## src/rtl/core_ctrl_pkg.sv

```systemverilog
// Shared control definitions for the RV32I multi-cycle core: FSM states,
// base opcodes, instruction classes and the immediate-type encoding.
package core_ctrl_pkg;

    typedef enum logic [2:0] {
        ST_FETCH  = 3'd0,
        ST_DECODE = 3'd1,
        ST_EXEC   = 3'd2,
        ST_MEM    = 3'd3,
        ST_WB     = 3'd4,
        ST_TRAP   = 3'd5
    } state_e;

    typedef enum logic [2:0] {
        CLS_ALU,
        CLS_LOAD,
        CLS_STORE,
        CLS_BRANCH,
        CLS_JUMP
    } op_class_e;

    localparam logic [6:0] OPC_OP_IMM = 7'b0010011;
    localparam logic [6:0] OPC_LOAD   = 7'b0000011;
    localparam logic [6:0] OPC_JALR   = 7'b1100111;
    localparam logic [6:0] OPC_STORE  = 7'b0100011;
    localparam logic [6:0] OPC_BRANCH = 7'b1100011;
    localparam logic [6:0] OPC_LUI    = 7'b0110111;
    localparam logic [6:0] OPC_AUIPC  = 7'b0010111;
    localparam logic [6:0] OPC_JAL    = 7'b1101111;
    localparam logic [6:0] OPC_OP     = 7'b0110011;

    // Shared with the immediate generator
    localparam logic [2:0] IMM_NONE = 3'd0;
    localparam logic [2:0] IMM_I    = 3'd1;
    localparam logic [2:0] IMM_S    = 3'd2;
    localparam logic [2:0] IMM_B    = 3'd3;
    localparam logic [2:0] IMM_U    = 3'd4;
    localparam logic [2:0] IMM_J    = 3'd5;

endpackage

```

## src/rtl/multicycle_controller_if.sv

```systemverilog
// Instruction/data memory handshake between the controller (master) and
// the memory ports (slave).
interface multicycle_controller_if;

    logic imem_req;
    logic imem_ack;
    logic ir_write;
    logic dmem_req;
    logic dmem_we;
    logic dmem_ack;

    modport master (
        output imem_req, ir_write, dmem_req, dmem_we,
        input  imem_ack, dmem_ack
    );

    modport slave (
        input  imem_req, ir_write, dmem_req, dmem_we,
        output imem_ack, dmem_ack
    );

endinterface

```

## src/rtl/multicycle_controller_opcode_classifier.sv

```systemverilog
// Combinational RV32I base-opcode decode: immediate type, ALU operand-B
// select, instruction class and illegal flag.
module opcode_classifier
    import core_ctrl_pkg::*;
(
    input  logic [6:0] opcode_i,
    output logic [2:0] imm_type_o,
    output logic       alu_src_imm_o,
    output op_class_e  op_class_o,
    output logic       illegal_o
);

    always_comb begin
        imm_type_o    = IMM_NONE;
        alu_src_imm_o = 1'b0;
        op_class_o    = CLS_ALU;
        illegal_o     = 1'b0;
        case (opcode_i)
            OPC_OP_IMM: begin imm_type_o = IMM_I; alu_src_imm_o = 1'b1; end
            OPC_LOAD:   begin imm_type_o = IMM_I; alu_src_imm_o = 1'b1; op_class_o = CLS_LOAD; end
            OPC_JALR:   begin imm_type_o = IMM_I; alu_src_imm_o = 1'b1; op_class_o = CLS_JUMP; end
            OPC_STORE:  begin imm_type_o = IMM_S; alu_src_imm_o = 1'b1; op_class_o = CLS_STORE; end
            OPC_BRANCH: begin imm_type_o = IMM_B; op_class_o = CLS_BRANCH; end
            OPC_LUI,
            OPC_AUIPC:  begin imm_type_o = IMM_U; alu_src_imm_o = 1'b1; end
            OPC_JAL:    begin imm_type_o = IMM_J; alu_src_imm_o = 1'b1; op_class_o = CLS_JUMP; end
            OPC_OP:     ;
            default:    illegal_o = 1'b1;
        endcase
    end

endmodule

```

## src/rtl/multicycle_controller.sv

```systemverilog
// Multi-cycle FETCH/DECODE/EXEC/MEM/WB sequencer for the RV32I datapath.
// Define MULTICYCLE_CTRL_PERF_EN to build the cycle/instret counters.
module multicycle_controller
    import core_ctrl_pkg::*;
#(
    parameter int unsigned CNT_WIDTH = 32
) (
    input  logic                 clk,
    input  logic                 rst,
    input  logic [6:0]           opcode,
    multicycle_controller_if.master mem,
    input  logic                 branch_taken,
    output logic                 pc_write,
    output logic                 pc_sel_target,
    output logic                 reg_write,
    output logic                 alu_src_imm,
    output logic [2:0]           imm_type,
    output logic                 trap,
    output logic [2:0]           state_dbg,
    output logic [CNT_WIDTH-1:0] cycle_cnt,
    output logic [CNT_WIDTH-1:0] instret_cnt
);

    state_e     state_q;
    op_class_e  cls_q;
    logic [2:0] imm_type_q;
    logic       alu_src_imm_q, trap_q;
    logic       imem_req_q, dmem_req_q, dmem_we_q, reg_write_q;

    logic [2:0] dec_imm_type;
    logic       dec_alu_src, dec_illegal;
    op_class_e  dec_class;

    opcode_classifier u_classifier (
        .opcode_i      (opcode),
        .imm_type_o    (dec_imm_type),
        .alu_src_imm_o (dec_alu_src),
        .op_class_o    (dec_class),
        .illegal_o     (dec_illegal)
    );

    always_ff @(posedge clk) begin
        if (rst) begin
            state_q       <= ST_FETCH;
            cls_q         <= CLS_ALU;
            imm_type_q    <= IMM_NONE;
            alu_src_imm_q <= 1'b0;
            trap_q        <= 1'b0;
            imem_req_q    <= 1'b0;
            dmem_req_q    <= 1'b0;
            dmem_we_q     <= 1'b0;
            reg_write_q   <= 1'b0;
        end else begin
            reg_write_q <= 1'b0;
            case (state_q)
                ST_FETCH: begin
                    imem_req_q <= 1'b1;
                    if (imem_req_q && mem.imem_ack) begin
                        imem_req_q <= 1'b0;
                        state_q    <= ST_DECODE;
                    end
                end
                ST_DECODE: begin
                    imm_type_q    <= dec_imm_type;
                    alu_src_imm_q <= dec_alu_src;
                    cls_q         <= dec_class;
                    if (dec_illegal) begin
                        trap_q  <= 1'b1;
                        state_q <= ST_TRAP;
                    end else begin
                        state_q <= ST_EXEC;
                    end
                end
                ST_EXEC: begin
                    if (cls_q == CLS_BRANCH) begin
                        imem_req_q <= 1'b1;
                        state_q    <= ST_FETCH;
                    end else if (cls_q == CLS_LOAD || cls_q == CLS_STORE) begin
                        dmem_req_q <= 1'b1;
                        dmem_we_q  <= (cls_q == CLS_STORE);
                        state_q    <= ST_MEM;
                    end else begin
                        reg_write_q <= 1'b1;
                        state_q     <= ST_WB;
                    end
                end
                ST_MEM: begin
                    if (mem.dmem_ack) begin
                        dmem_req_q <= 1'b0;
                        dmem_we_q  <= 1'b0;
                        if (cls_q == CLS_STORE) begin
                            imem_req_q <= 1'b1;
                            state_q    <= ST_FETCH;
                        end else begin
                            reg_write_q <= 1'b1;
                            state_q     <= ST_WB;
                        end
                    end
                end
                ST_WB: begin
                    imem_req_q <= 1'b1;
                    state_q    <= ST_FETCH;
                end
                ST_TRAP: ;
                default: state_q <= ST_FETCH;
            endcase
        end
    end

    // Ack-qualified pulses stay combinational so they land in the ack cycle.
    logic exec_branch, store_done;
    assign exec_branch = (state_q == ST_EXEC) && (cls_q == CLS_BRANCH);
    assign store_done  = dmem_req_q && dmem_we_q && mem.dmem_ack;

    assign mem.imem_req  = imem_req_q;
    assign mem.ir_write  = imem_req_q && mem.imem_ack;
    assign mem.dmem_req  = dmem_req_q;
    assign mem.dmem_we   = dmem_we_q;
    assign pc_write      = reg_write_q || exec_branch || store_done;
    assign pc_sel_target = (exec_branch && branch_taken) || (reg_write_q && cls_q == CLS_JUMP);
    assign reg_write     = reg_write_q;
    assign alu_src_imm   = alu_src_imm_q;
    assign imm_type      = imm_type_q;
    assign trap          = trap_q;
    assign state_dbg     = state_q;

`ifdef MULTICYCLE_CTRL_PERF_EN
    logic [CNT_WIDTH-1:0] cycle_cnt_q, cycle_cnt_d, instret_cnt_q, instret_cnt_d;

    always_comb begin
        cycle_cnt_d   = cycle_cnt_q;
        instret_cnt_d = instret_cnt_q;
        if (state_q != ST_TRAP) begin
            cycle_cnt_d = cycle_cnt_q + CNT_WIDTH'(1);
            if (pc_write) instret_cnt_d = instret_cnt_q + CNT_WIDTH'(1);
        end
    end

    always_ff @(posedge clk) begin
        if (rst) begin
            cycle_cnt_q   <= '0;
            instret_cnt_q <= '0;
        end else begin
            cycle_cnt_q   <= cycle_cnt_d;
            instret_cnt_q <= instret_cnt_d;
        end
    end

    assign cycle_cnt   = cycle_cnt_q;
    assign instret_cnt = instret_cnt_q;
`else
    assign cycle_cnt   = '0;
    assign instret_cnt = '0;
`endif

endmodule

```

## src/flat_wrapper.sv

```systemverilog
// flat-port wrapper written by rule: the top's interface ports become plain ports
module multicycle_controller_flat import core_ctrl_pkg::*;
#(
    parameter int unsigned CNT_WIDTH = 32
)
  (clk, rst, opcode, branch_taken, pc_write, pc_sel_target, reg_write, alu_src_imm, imm_type, trap, state_dbg, cycle_cnt, instret_cnt, mem_imem_req, mem_ir_write, mem_dmem_req, mem_dmem_we, mem_imem_ack, mem_dmem_ack);
  multicycle_controller_if mem_i ();
  input  logic clk;
  input  logic rst;
  input  logic [6:0] opcode;
  input  logic branch_taken;
  output logic pc_write;
  output logic pc_sel_target;
  output logic reg_write;
  output logic alu_src_imm;
  output logic [2:0] imm_type;
  output logic trap;
  output logic [2:0] state_dbg;
  output logic [CNT_WIDTH-1:0] cycle_cnt;
  output logic [CNT_WIDTH-1:0] instret_cnt;
  output wire logic [$bits(mem_i.imem_req)-1:0] mem_imem_req;
  output wire logic [$bits(mem_i.ir_write)-1:0] mem_ir_write;
  output wire logic [$bits(mem_i.dmem_req)-1:0] mem_dmem_req;
  output wire logic [$bits(mem_i.dmem_we)-1:0] mem_dmem_we;
  input wire logic [$bits(mem_i.imem_ack)-1:0] mem_imem_ack;
  input wire logic [$bits(mem_i.dmem_ack)-1:0] mem_dmem_ack;
  assign mem_imem_req = mem_i.imem_req;
  assign mem_ir_write = mem_i.ir_write;
  assign mem_dmem_req = mem_i.dmem_req;
  assign mem_dmem_we = mem_i.dmem_we;
  assign mem_i.imem_ack = mem_imem_ack;
  assign mem_i.dmem_ack = mem_dmem_ack;
  multicycle_controller #(.CNT_WIDTH(CNT_WIDTH)) u_core (.clk(clk), .rst(rst), .opcode(opcode), .mem(mem_i), .branch_taken(branch_taken), .pc_write(pc_write), .pc_sel_target(pc_sel_target), .reg_write(reg_write), .alu_src_imm(alu_src_imm), .imm_type(imm_type), .trap(trap), .state_dbg(state_dbg), .cycle_cnt(cycle_cnt), .instret_cnt(instret_cnt));
endmodule
```

## config.mk

```make
export PLATFORM = sky130hd
export DESIGN_NAME = multicycle_controller_flat
export DESIGN_NICKNAME = d
export VERILOG_FILES = /design/src/rtl/core_ctrl_pkg.sv /design/src/rtl/multicycle_controller_if.sv /design/src/rtl/multicycle_controller_opcode_classifier.sv /design/src/rtl/multicycle_controller.sv /design/src/flat_wrapper.sv
export SDC_FILE = /design/constraint.sdc
export NUM_CORES = 1
export LEC_CHECK = 0
export CAP_MARGIN = 0
export CORE_MARGIN = 5
export CORE_UTILIZATION = 39
export DETAILED_ROUTE_END_ITERATION = 8
export PLACE_DENSITY = 0.86
export SLEW_MARGIN = 20
export SYNTH_ARGS = -nofsm -noshare
export SYNTH_HDL_FRONTEND = slang
export SYNTH_SLANG_ARGS = --single-unit
```

## constraint.sdc

```tcl
create_clock -name clk -period 3.3 [get_ports clk]
set_input_delay 0.66 -clock clk [delete_from_list [all_inputs] [get_ports clk]]
set_output_delay 0.66 -clock clk [all_outputs]
set_load 0.01 [all_outputs]
```

==> qor.yml <==
status:
  status: "completed"
power:
  peakVddDrop_v: 0.00009988
  power_density_mw_per_mm2: 286.6
  leakagePower_uw: 0.0005919
worst_setup_path:
  critical_path.endpoint_type: "output pin"
  critical_path_buf_inv_count: 1
  cp_slowest_cell: "dfxtp_1"
  cp-start-kind: "flop"
  worstPathArrival_ns: 2.09
  path_delay_family: "flip-flops"
  critPathKind: "reg -> out"
  rr_endpoint: "u_core.imm_type[0]"
  ff2ff_setup_slack_ns: 1.69
  max_stage_delay_ns: 0.58
  r2r-start: "u_core.state_dbg[0]"
  worst_r2r_path_depth: 4
  crit_fanout: 13
  required_ns: 2.64
  path_cells: "nor2b_1 > nand3_1 > o21ai_0 > clkdlybuf4s50_1"
floorplan:
  design.die.area_mm2: 0.004746
  rows: 21
  fp.coreArea_mm2: 0.003337
  die_w_um: 68.89
  pin_count: 91
  die_height_um: 68.89
  start_util: 0.4053
synthesis:
  yosysSeqAreaShare: 0.2220
  ys_types: 44
  avgSynthCellArea_um2: 7.514
  ys_warn_count: 0
  synthCells: 180
  synth_edf_count: 0
  syn_area_mm2: 0.001353
  synth_top_area_frac: 0.3608
  synth_area_leader_cell: "buf_4"
  async_flop_share: 0
  yosys-top-cells-area: "buf_4 (36%), dfxtp_1 (22%), a21oi_1 (4.4%)"
  synth-seq-cells: 15
  ys.flop_type: "dfxtp_1"
sta:
  drv_slew: 0
  hold_viol: 0
  fin_crit_sh: 0.8343
  rsz0062_at_grt: "no"
  max_freq_mhz: 363.2
  tightest_slew_ns: 0.5519
  slew_headroom: 0.6292
  clock_skew_ns: 0.003629
  setup_slack_ns: 0.5468
  setup_violations: 0
  setup_tns_ns: 0
  fin_crit_ns: 2.753
grt:
  grt_max_degree: 14
  grt_pass1_wl_um: 3726
  overflow: 0
  track_usage: 0.1053
  antenna_found_initial: 0
  grt_pass1_vias: 857
route:
  firstDrtPassIters: 4
  vias: 1051
  post-route-drc-count: 0
  wire_per_inst_um: 10.31
  postRouteWirelength_um: 2557
  drt_iter0_markers: 68
  vias_per_cell: 4.238
  ant_nets: 0
clocking:
  path_clk_slew_ns: 0.09
  cts_num_sinks: 15
  clk_latency_ns: 0.29
  cts_buffers: 3
  cts-root-buf: "clkbuf_4"
  cts.path.max_buffers: 2
  cts_resized: 0
  htree_levels: 1
  cts_hold_buffers: 0
  post_cts_buffers: 0
  cts_tree: "built"
layout:
  area_growth_pct: 4.348
  drive_gt1_frac: 0.04455
  nets: 215
  diodes: 0
placed_design:
  gp_congestion: 0.8366
  preCtsSetupSlack_ns: 0.7082
  dp_hpwl_um: 2069
  io_buffers: 26
worst_hold_path:
  hp-start: "u_core.imm_type[0]"
  min_path_type: "reg -> reg"
  hold_depth: 2
  holdPathEnd: "u_core.imm_type[0]"
job:
  cap_violations: 0
## tightest hold or removal path, stage by stage, from the launching register on
cell	delay (ns)
dfxtp_1	0.32
nand2_1	0.05
a21oi_1	0.05
## layout make-up
class,count,area (um2)
clock buffers,3,22.52
clock inverters,1,5.005
fillers,364,1926
inverters,4,15.01
multi-input cells,153,750.7
flip-flops and latches,15,300.3
well taps,46,57.56
repair buffers,26,260.3
## cells in the final DEF (no fill, tap or decap), types with 4 or more instances in the layout
master | netlist | final
conb_1 | 1 | 64
clkdlybuf4s50_1 | 0 | 26
dfxtp_1 | 15 | 15
nor2_1 | 12 | 12
nand2_1 | 12 | 12
a21oi_1 | 12 | 12
o21ai_0 | 9 | 9
nand3_1 | 6 | 6
inv_1 | 4 | 4
## synth_stat cells (2+ instances only)
master	number
a31oi_1	2
o21ai_0	9
nor2b_1	3
nand3b_1	2
nor2_1	12
buf_2	3
nand2_1	12
inv_1	4
buf_4	65
nor3_1	3
a21oi_1	12
dfxtp_1	15
nand3_1	6
o22ai_1	2
## report_power, final
part	internal (uW)	leakage [uW]	switching [uW]
Combinational	35.7	0.000453	67.7
Clock	45.1	0.0000177	62.6
Sequential	187	0.000122	6.74
Total	267	0.000592	137
## logic make-up after synthesis
logic type	Yosys count	share of synthesized area
buffers and inverters	75	0.3978
and+or+nand+nor	50	0.1924
AOI/OAI and AO/OA	36	0.1647
DFF	15	0.2220
xor gates and xnor gates	2	0.01295
muxes	1	0.007401
other	1	0.002773
## flip-flops by register name (all words and copies together), names as in the netlist
signal / cells
u_core.alu_src_imm: 1
u_core.cls_q: 3
u_core.imm_type: 3
u_core.mem.dmem_req: 1
u_core.mem.dmem_we: 1
u_core.mem.imem_req: 1
u_core.reg_write: 1
u_core.state_dbg: 3
u_core.trap: 1
## metal layers
metal  up-vias  wire [um]  GRT usage  share of wire
met4         0         70    0.08029          0.027
li1        524          -          -              -
met5         -          0          0              0
met1       462        990     0.1307           0.39
met2        60       1174     0.1643           0.46
met3         5        322    0.01297           0.13
## worst max path at each step
stage	cells past startpoint	slack [ns]	startpoint	to
floorplan	4	1.51	u_core.state_dbg[2]	pc_sel_target
global placement	4	0.75	mem_dmem_ack	pc_write
detailed placement	4	0.71	branch_taken	pc_sel_target
CTS	4	0.53	u_core.state_dbg[1]	pc_sel_target
global route	4	0.40	u_core.state_dbg[1]	pc_sel_target
finish	4	0.55	u_core.state_dbg[1]	pc_sel_target
## stage by stage
step	instance area, um2	hold WS [ns]	power [uW]	std cells	util
after global placement	1384	0.4432	297.9	244	0.4147
after detailed placement	1384	0.4474	298.8	244	0.4147
after CTS	1411	0.4608	408.7	248	0.4229
after global routing	1411	0.4793	430.6	248	0.4229
after floorplan	1589	0.4761	321.7	243	-
final	1411	0.4574	404.5	248	0.4229
No activity file was read; power rests on OpenSTA's default activity.
